<file path="src/rtl/cpu_pkg.sv">
// Shared CPU definitions: PC update modes and the default reset vector.
package cpu_pkg;

    // PC update mode driven by cpu_control; codes 5..7 behave as Same.
    typedef enum logic [2:0] {
        PcNextSame = 3'd0,
        PcNextInc  = 3'd1,
        PcNextDec  = 3'd2,
        PcNextLoad = 3'd3,
        PcNextRel  = 3'd4
    } pc_next_e;

    // Default program counter value after reset.
    localparam logic [15:0] CPU_RESET_PC = 16'h0000;

endpackage

</file>
<file path="src/rtl/cpu_fetch_sequencer_if.sv">
// Control and bus signals of the fetch sequencer. The master side is
// cpu_control plus the system bus; the slave side is the sequencer.
interface cpu_fetch_sequencer_if #(
    parameter int ADDR_WIDTH = 16,
    parameter int DATA_WIDTH = 8,
    parameter int T_PER_M    = 4
);
    // Driven towards the sequencer
    logic [2:0]                  pc_next;
    logic [ADDR_WIDTH-1:0]       pc_load_value;
    logic [DATA_WIDTH-1:0]       pc_rel_offset;
    logic                        inst_load;
    logic                        halt;
    logic                        mem_ready;
    logic [DATA_WIDTH-1:0]       mem_data_in;

    // Produced by the sequencer
    logic [$clog2(T_PER_M)-1:0]  t_cycle;
    logic                        clk_phi;
    logic                        m_cycle_end;
    logic                        wait_state;
    logic [ADDR_WIDTH-1:0]       pc;
    logic [DATA_WIDTH-1:0]       instruction_register;
    logic                        inst_valid;

    modport master (
        output pc_next, pc_load_value, pc_rel_offset, inst_load, halt,
               mem_ready, mem_data_in,
        input  t_cycle, clk_phi, m_cycle_end, wait_state, pc,
               instruction_register, inst_valid
    );

    modport slave (
        input  pc_next, pc_load_value, pc_rel_offset, inst_load, halt,
               mem_ready, mem_data_in,
        output t_cycle, clk_phi, m_cycle_end, wait_state, pc,
               instruction_register, inst_valid
    );
endinterface

</file>
<file path="src/rtl/cpu_tcycle_counter.sv">
// T-cycle phase counter. Stretches the last T-cycle while the bus is not
// ready and flags the clock on which the M-cycle completes.
module cpu_tcycle_counter #(
    parameter int T_PER_M = 4
) (
    input  logic                        clk,
    input  logic                        reset,
    input  logic                        mem_ready,
    output logic [$clog2(T_PER_M)-1:0]  t_cycle,
    output logic                        clk_phi,
    output logic                        m_cycle_end,
    output logic                        wait_state
);
    localparam int T_W = $clog2(T_PER_M);
    localparam logic [T_W-1:0] T_LAST = T_W'(T_PER_M - 1);
    localparam logic [T_W-1:0] T_HALF = T_W'(T_PER_M / 2);

    logic [T_W-1:0] t_cycle_reg;
    logic [T_W-1:0] t_cycle_next;
    logic           last_t;

    assign last_t      = (t_cycle_reg == T_LAST);
    assign m_cycle_end = last_t && mem_ready;
    assign wait_state  = last_t && !mem_ready;
    assign clk_phi     = (t_cycle_reg < T_HALF);
    assign t_cycle     = t_cycle_reg;

    // Advance, wrap on a completed M-cycle, or hold on the last T-cycle.
    always_comb begin
        t_cycle_next = t_cycle_reg + T_W'(1);
        if (last_t) begin
            t_cycle_next = mem_ready ? '0 : t_cycle_reg;
        end
    end

    // Phase register; reset restarts the M-cycle.
    always_ff @(posedge clk) begin
        if (reset) begin
            t_cycle_reg <= '0;
        end else begin
            t_cycle_reg <= t_cycle_next;
        end
    end
endmodule

</file>
<file path="src/rtl/cpu_fetch_sequencer.sv">
// M-cycle sequencer with the PC and instruction register. PC and IR update
// only on the commit edge of a completed M-cycle, unless halted.
module cpu_fetch_sequencer
    import cpu_pkg::*;
#(
    parameter int                    ADDR_WIDTH = 16,
    parameter int                    DATA_WIDTH = 8,
    parameter int                    T_PER_M    = 4,
    parameter logic [ADDR_WIDTH-1:0] RESET_PC   = CPU_RESET_PC
) (
    input  logic                 clk,
    input  logic                 reset,
    cpu_fetch_sequencer_if.slave bus
);
    logic                        m_cycle_end;
    logic [$clog2(T_PER_M)-1:0]  t_cycle;
    logic                        clk_phi;
    logic                        wait_state;

    logic [ADDR_WIDTH-1:0]       pc_reg;
    logic [ADDR_WIDTH-1:0]       pc_value_next;
    logic [ADDR_WIDTH-1:0]       rel_ext;
    logic [DATA_WIDTH-1:0]       ir_reg;
    logic                        inst_valid_reg;

    cpu_tcycle_counter #(
        .T_PER_M (T_PER_M)
    ) u_tcycle (
        .clk         (clk),
        .reset       (reset),
        .mem_ready   (bus.mem_ready),
        .t_cycle     (t_cycle),
        .clk_phi     (clk_phi),
        .m_cycle_end (m_cycle_end),
        .wait_state  (wait_state)
    );

    // Sign-extend the relative offset to address width.
    assign rel_ext = {{(ADDR_WIDTH - DATA_WIDTH){bus.pc_rel_offset[DATA_WIDTH-1]}},
                      bus.pc_rel_offset};

    // Next-PC mux; all arithmetic wraps at the address width.
    always_comb begin
        pc_value_next = pc_reg;
        case (bus.pc_next)
            PcNextInc:  pc_value_next = pc_reg + ADDR_WIDTH'(1);
            PcNextDec:  pc_value_next = pc_reg - ADDR_WIDTH'(1);
            PcNextLoad: pc_value_next = bus.pc_load_value;
            PcNextRel:  pc_value_next = pc_reg + rel_ext;
            default:    pc_value_next = pc_reg;
        endcase
    end

    // PC / IR commit; reset wins over a pending commit.
    always_ff @(posedge clk) begin
        if (reset) begin
            pc_reg         <= RESET_PC;
            ir_reg         <= '0;
            inst_valid_reg <= 1'b0;
        end else if (m_cycle_end && !bus.halt) begin
            pc_reg <= pc_value_next;
            if (bus.inst_load) begin
                ir_reg         <= bus.mem_data_in;
                inst_valid_reg <= 1'b1;
            end
        end
    end

    assign bus.t_cycle              = t_cycle;
    assign bus.clk_phi              = clk_phi;
    assign bus.m_cycle_end          = m_cycle_end;
    assign bus.wait_state           = wait_state;
    assign bus.pc                   = pc_reg;
    assign bus.instruction_register = ir_reg;
    assign bus.inst_valid           = inst_valid_reg;
endmodule

</file>
<file path="src/flat_wrapper.sv">
// flat-port wrapper written by rule: the top's interface ports become plain ports
module cpu_fetch_sequencer_flat import cpu_pkg::*;
#(
    parameter int                    ADDR_WIDTH = 16,
    parameter int                    DATA_WIDTH = 8,
    parameter int                    T_PER_M    = 4,
    parameter logic [ADDR_WIDTH-1:0] RESET_PC   = CPU_RESET_PC
)
  (clk, reset, bus_pc_next, bus_pc_load_value, bus_pc_rel_offset, bus_inst_load, bus_halt, bus_mem_ready, bus_mem_data_in, bus_t_cycle, bus_clk_phi, bus_m_cycle_end, bus_wait_state, bus_pc, bus_instruction_register, bus_inst_valid);
  cpu_fetch_sequencer_if #(.ADDR_WIDTH(ADDR_WIDTH), .DATA_WIDTH(DATA_WIDTH), .T_PER_M(T_PER_M)) bus_i ();
  input  logic clk;
  input  logic reset;
  input wire logic [$bits(bus_i.pc_next)-1:0] bus_pc_next;
  input wire logic [$bits(bus_i.pc_load_value)-1:0] bus_pc_load_value;
  input wire logic [$bits(bus_i.pc_rel_offset)-1:0] bus_pc_rel_offset;
  input wire logic [$bits(bus_i.inst_load)-1:0] bus_inst_load;
  input wire logic [$bits(bus_i.halt)-1:0] bus_halt;
  input wire logic [$bits(bus_i.mem_ready)-1:0] bus_mem_ready;
  input wire logic [$bits(bus_i.mem_data_in)-1:0] bus_mem_data_in;
  output wire logic [$bits(bus_i.t_cycle)-1:0] bus_t_cycle;
  output wire logic [$bits(bus_i.clk_phi)-1:0] bus_clk_phi;
  output wire logic [$bits(bus_i.m_cycle_end)-1:0] bus_m_cycle_end;
  output wire logic [$bits(bus_i.wait_state)-1:0] bus_wait_state;
  output wire logic [$bits(bus_i.pc)-1:0] bus_pc;
  output wire logic [$bits(bus_i.instruction_register)-1:0] bus_instruction_register;
  output wire logic [$bits(bus_i.inst_valid)-1:0] bus_inst_valid;
  assign bus_i.pc_next = bus_pc_next;
  assign bus_i.pc_load_value = bus_pc_load_value;
  assign bus_i.pc_rel_offset = bus_pc_rel_offset;
  assign bus_i.inst_load = bus_inst_load;
  assign bus_i.halt = bus_halt;
  assign bus_i.mem_ready = bus_mem_ready;
  assign bus_i.mem_data_in = bus_mem_data_in;
  assign bus_t_cycle = bus_i.t_cycle;
  assign bus_clk_phi = bus_i.clk_phi;
  assign bus_m_cycle_end = bus_i.m_cycle_end;
  assign bus_wait_state = bus_i.wait_state;
  assign bus_pc = bus_i.pc;
  assign bus_instruction_register = bus_i.instruction_register;
  assign bus_inst_valid = bus_i.inst_valid;
  cpu_fetch_sequencer #(.ADDR_WIDTH(ADDR_WIDTH), .DATA_WIDTH(DATA_WIDTH), .T_PER_M(T_PER_M), .RESET_PC(RESET_PC)) u_core (.clk(clk), .reset(reset), .bus(bus_i));
endmodule
</file>
<file path="config.mk">
export PLATFORM = sky130hd
export DESIGN_NAME = cpu_fetch_sequencer_flat
export DESIGN_NICKNAME = d
export VERILOG_FILES = /design/src/rtl/cpu_pkg.sv /design/src/rtl/cpu_fetch_sequencer_if.sv /design/src/rtl/cpu_tcycle_counter.sv /design/src/rtl/cpu_fetch_sequencer.sv /design/src/flat_wrapper.sv
export SDC_FILE = /design/constraint.sdc
export NUM_CORES = 1
export LEC_CHECK = 0
export ABC_CLOCK_PERIOD_IN_PS = 2200
export CAP_MARGIN = 10
export CORE_UTILIZATION = 45
export CTS_CLUSTER_DIAMETER = 200
export DETAILED_ROUTE_END_ITERATION = 10
export DONT_BUFFER_PORTS = 1
export PLACE_DENSITY = 0.72
export SLEW_MARGIN = 20
export SYNTH_ARGS = -nofsm -noshare
export SYNTH_HDL_FRONTEND = slang
export SYNTH_HIERARCHICAL = 1
export SYNTH_SLANG_ARGS = --single-unit
</file>
<file path="constraint.sdc">
create_clock -name clk -period 2.2 [get_ports clk]
set_input_delay 0.22 -clock clk [delete_from_list [all_inputs] [get_ports clk]]
set_output_delay 0.22 -clock clk [all_outputs]
set_load 0.02 [all_outputs]
</file>
==> results.toml <==
[outcome]
status = "finished, final reports clean"

[placement]
place.gp.congestion = 0.903
place_ws_ps = -61.8
portBuffers = 0
dp_hpwl_um = 4020

[cts]
htreeDepth = 1
cts_root_buf = "clkbuf_8"
insertion_delay_ps = 290
clk_path_buf_depth = 2
cts.clk_slew.worst_paths_ps = 110
cts_tree = "yes"
cts_buffers = 3
numClockSinks = 27

[timing]
finalCritPeriodShare = 0.958
maxSlewViolCount = 0
hold_viol = 0
rsz0062_at_grt = "false"
timing.fmax_ghz = 0.474
worstMarginPinSlew_ps = 759
setup_viol_count_final = 0
holdWs_ps = 68.4
slew_headroom = 0.492
setup_slack_ps = 91.6
fin_crit_ps = 2110
skew_ps = 4.18

[power]
max-vdd-ir-drop_uv = 241
p_leak_nw = 0.909
powerDensity_mw_per_mm2 = 435

[final_layout]
layout-drive-gt1-share = 0.178
final_util = 0.536
final_nets = 336
nFillCells = 419
largest_reg_flops = 16
final_common_cell = "buf_4"
antenna_cells = 0
register_area_um2 = 541
area_growth_syn_to_layout_pct = 13.4
multi_input_area_mm2 = 0.00143
layout_common_cells = "buf_4, nand2_1, dfxtp_1, nor2_1, a21oi_1"

[critical_path]
crit_fanout = 8
worstPathRequired_ps = 2370
worstSetupPathType = "reg2reg"
reg2reg_slack_ps = 90
start_kind = "flip-flop"
crit_path_top_delay_cell = "fa_1"
cp-end-kind = "flip-flop"
rr_worst_depth = 9
timing.rr.start = "u_core/bus.pc[0]$_SDFFE_PP0P_"
arrival_ps = 2280
cpPeakStageDelay_ps = 390
crit_path_cell_trace = "ha_2 > inv_1 > fa_1 > nor2b_2 > o31a_2 > o21bai_4 > a211o_1 > o211ai_1 > o221ai_2"
r2r-end = "u_core/bus.pc[12]$_SDFFE_PP0P_"

[synthesis]
synth_cell_types = 62
synth-simple-area-share = 0.312
muxShareOfSynthArea = 0.0198
yosys_warnings = 6
synth_edf_count = 0
syn_area_per_cell_um2 = 7.88
seq_area_frac_synth = 0.259
syn_nets = 314
syn_inst = 265
synth_compound_area_frac = 0.272
synth_fa_ha_area_frac = 0.0576
synthXorXnorAreaFrac = 0.00839
synth_area_mm2 = 0.00209
synth_top_family_by_area = "simple AND/OR/NAND/NOR gates"
async_flop_share = 0
synth-seq-cells = 27
synthFlopType = "dfxtp_1"

[detailed_routing]
totalWireLength_um = 5460
drtIter0Drc = 86
dr.pass1.iters = 4
num_vias = 2036
ant_nets = 0
drc = 0
vias_per_cell = 6.02
wire_per_inst_um = 16.1

[grt]
track_usage = 0.222
overflow = 0
grt_max_degree = 38
grt_pass1_vias = 1974
antenna_found_initial = 0
grt_pass1_wl_um = 8870

[worst_hold_path]
min_from = "bus_mem_data_in[5]"
holdPathEnd = "u_core/bus.instruction_register[5]$_SDFFE_PP0P_"
hold_path.class = "in2reg"
holdPathStages = 2

[run]
maxCapViolations = 0

[floorplan]
die_h_um = 70.1
row_count = 24
pin_count = 70
die_area_mm2 = 0.00491
die_x_um = 70.1
initial_core_util = 0.473
core_mm2 = 0.00441
## how the worst max path moves through the flow
| stage | slack [ps] | cells after the start | startpoint | to |
|---|---|---|---|---|
| 6_report | 90 | 9 | u_core/bus.pc[0]$_SDFFE_PP0P_ | u_core/bus.pc[12]$_SDFFE_PP0P_ |
| 5_1_grt | 20 | 9 | u_core/bus.pc[0]$_SDFFE_PP0P_ | u_core/bus.pc[12]$_SDFFE_PP0P_ |
| 4_1_cts | 1 | 7 | u_core/u_tcycle/t_cycle[1]$_SDFFE_PP0P_ | u_core/bus.pc[11]$_SDFFE_PP0P_ |
| 3_5_place_dp | -60 | 11 | bus_pc_next[2] | u_core/bus.pc[7]$_SDFFE_PP0P_ |
| 3_3_place_gp | -30 | 11 | bus_pc_next[2] | u_core/bus.pc[7]$_SDFFE_PP0P_ |
| 2_1_floorplan | -0.3 | 11 | bus_pc_next[1] | u_core/bus.pc[6]$_SDFFE_PP0P_ |
## power by group
| part | leakage, nW | switching, mW | internal [mW] |
|---|---|---|---|
| logic | 0.669 | 0.108 | 0.0844 |
| registers | 0.218 | 0.0212 | 0.503 |
| clock network | 0.0217 | 0.183 | 0.129 |
## through the flow
stage / power, mW / instance area, um2 / cells / TNS (ps)
2_1_floorplan: 0.683 / 2100 / 265 / -0.264
3_3_place_gp: 0.711 / 2270 / 331 / -74.6
3_5_place_dp: 0.715 / 2270 / 331 / -164
4_1_cts: 1.02 / 2320 / 336 / 0
5_1_grt: 1.07 / 2370 / 338 / 0
6_report: 1.03 / 2370 / 338 / 0
## area by class of cell
type / count / share of cell area
multi-input cells: 215 / 0.604
clock buffers: 3 / 0.0175
inverters: 7 / 0.0111
flip-flops and latches: 27 / 0.228
well taps: 52 / 0.0275
clock inverters: 1 / 0.00317
repair buffers: 33 / 0.108
## layer usage
layer	part of all wire	global-route usage	wire (um)
met5	0	0	0
met1	0.45	0.269	2430
met2	0.49	0.373	2670
met4	0.0079	0.102	43
met3	0.058	0.0491	314
## worst max-delay path: cells and delay by family, from the launching register on
| family | cells | cell delay [ps] |
|---|---|---|
| compound gates | 5 | 850 |
| fa+ha+maj | 2 | 580 |
| flops | 1 | 360 |
| simple gates | 1 | 160 |
| buf+inv | 1 | 50 |
## synthesized netlist by cell type, drive strengths merged, types with 3 or more instances
library cell  instances  share of area
a21o                  4          0.014
nor3                 10          0.024
ha                    8          0.048
o21bai                3          0.018
or4                   5          0.018
and3                  8          0.024
o21ai                11          0.026
o211ai                3          0.013
a211oi                8          0.035
nor4                  3         0.0090
a21oi                24          0.063
a31oi                 4          0.012
nand2b                3         0.0090
nand3b                4          0.014
inv                   7          0.013
clkbuf                9          0.035
nor2b                 7          0.025
nor2                 24          0.043
dfxtp                27           0.26
nand2                28          0.054
mux2i                 3          0.014
and2                  5          0.017
o21a                  4          0.014
nand3                17          0.043
buf                   7          0.023
## cell families (layout without fill, tap and decap cells)
logic type | Yosys count | in the layout
and+or+nand+nor | 122 | 122
AOI/OAI and AO/OA | 78 | 78
DFF | 27 | 27
buffers and inverters | 23 | 44
adders and majority gates | 9 | 9
muxes | 4 | 4
xor gates and xnor gates | 2 | 2
## what timing repair did
item,4_1_cts,5_1_grt
hold buffers,1,2
resized for setup,0,6
setup endpoints to repair,0,12
buffers inserted,0,0
endpoints found under the hold margin,20,18
Power figures use the tool's default switching activity.
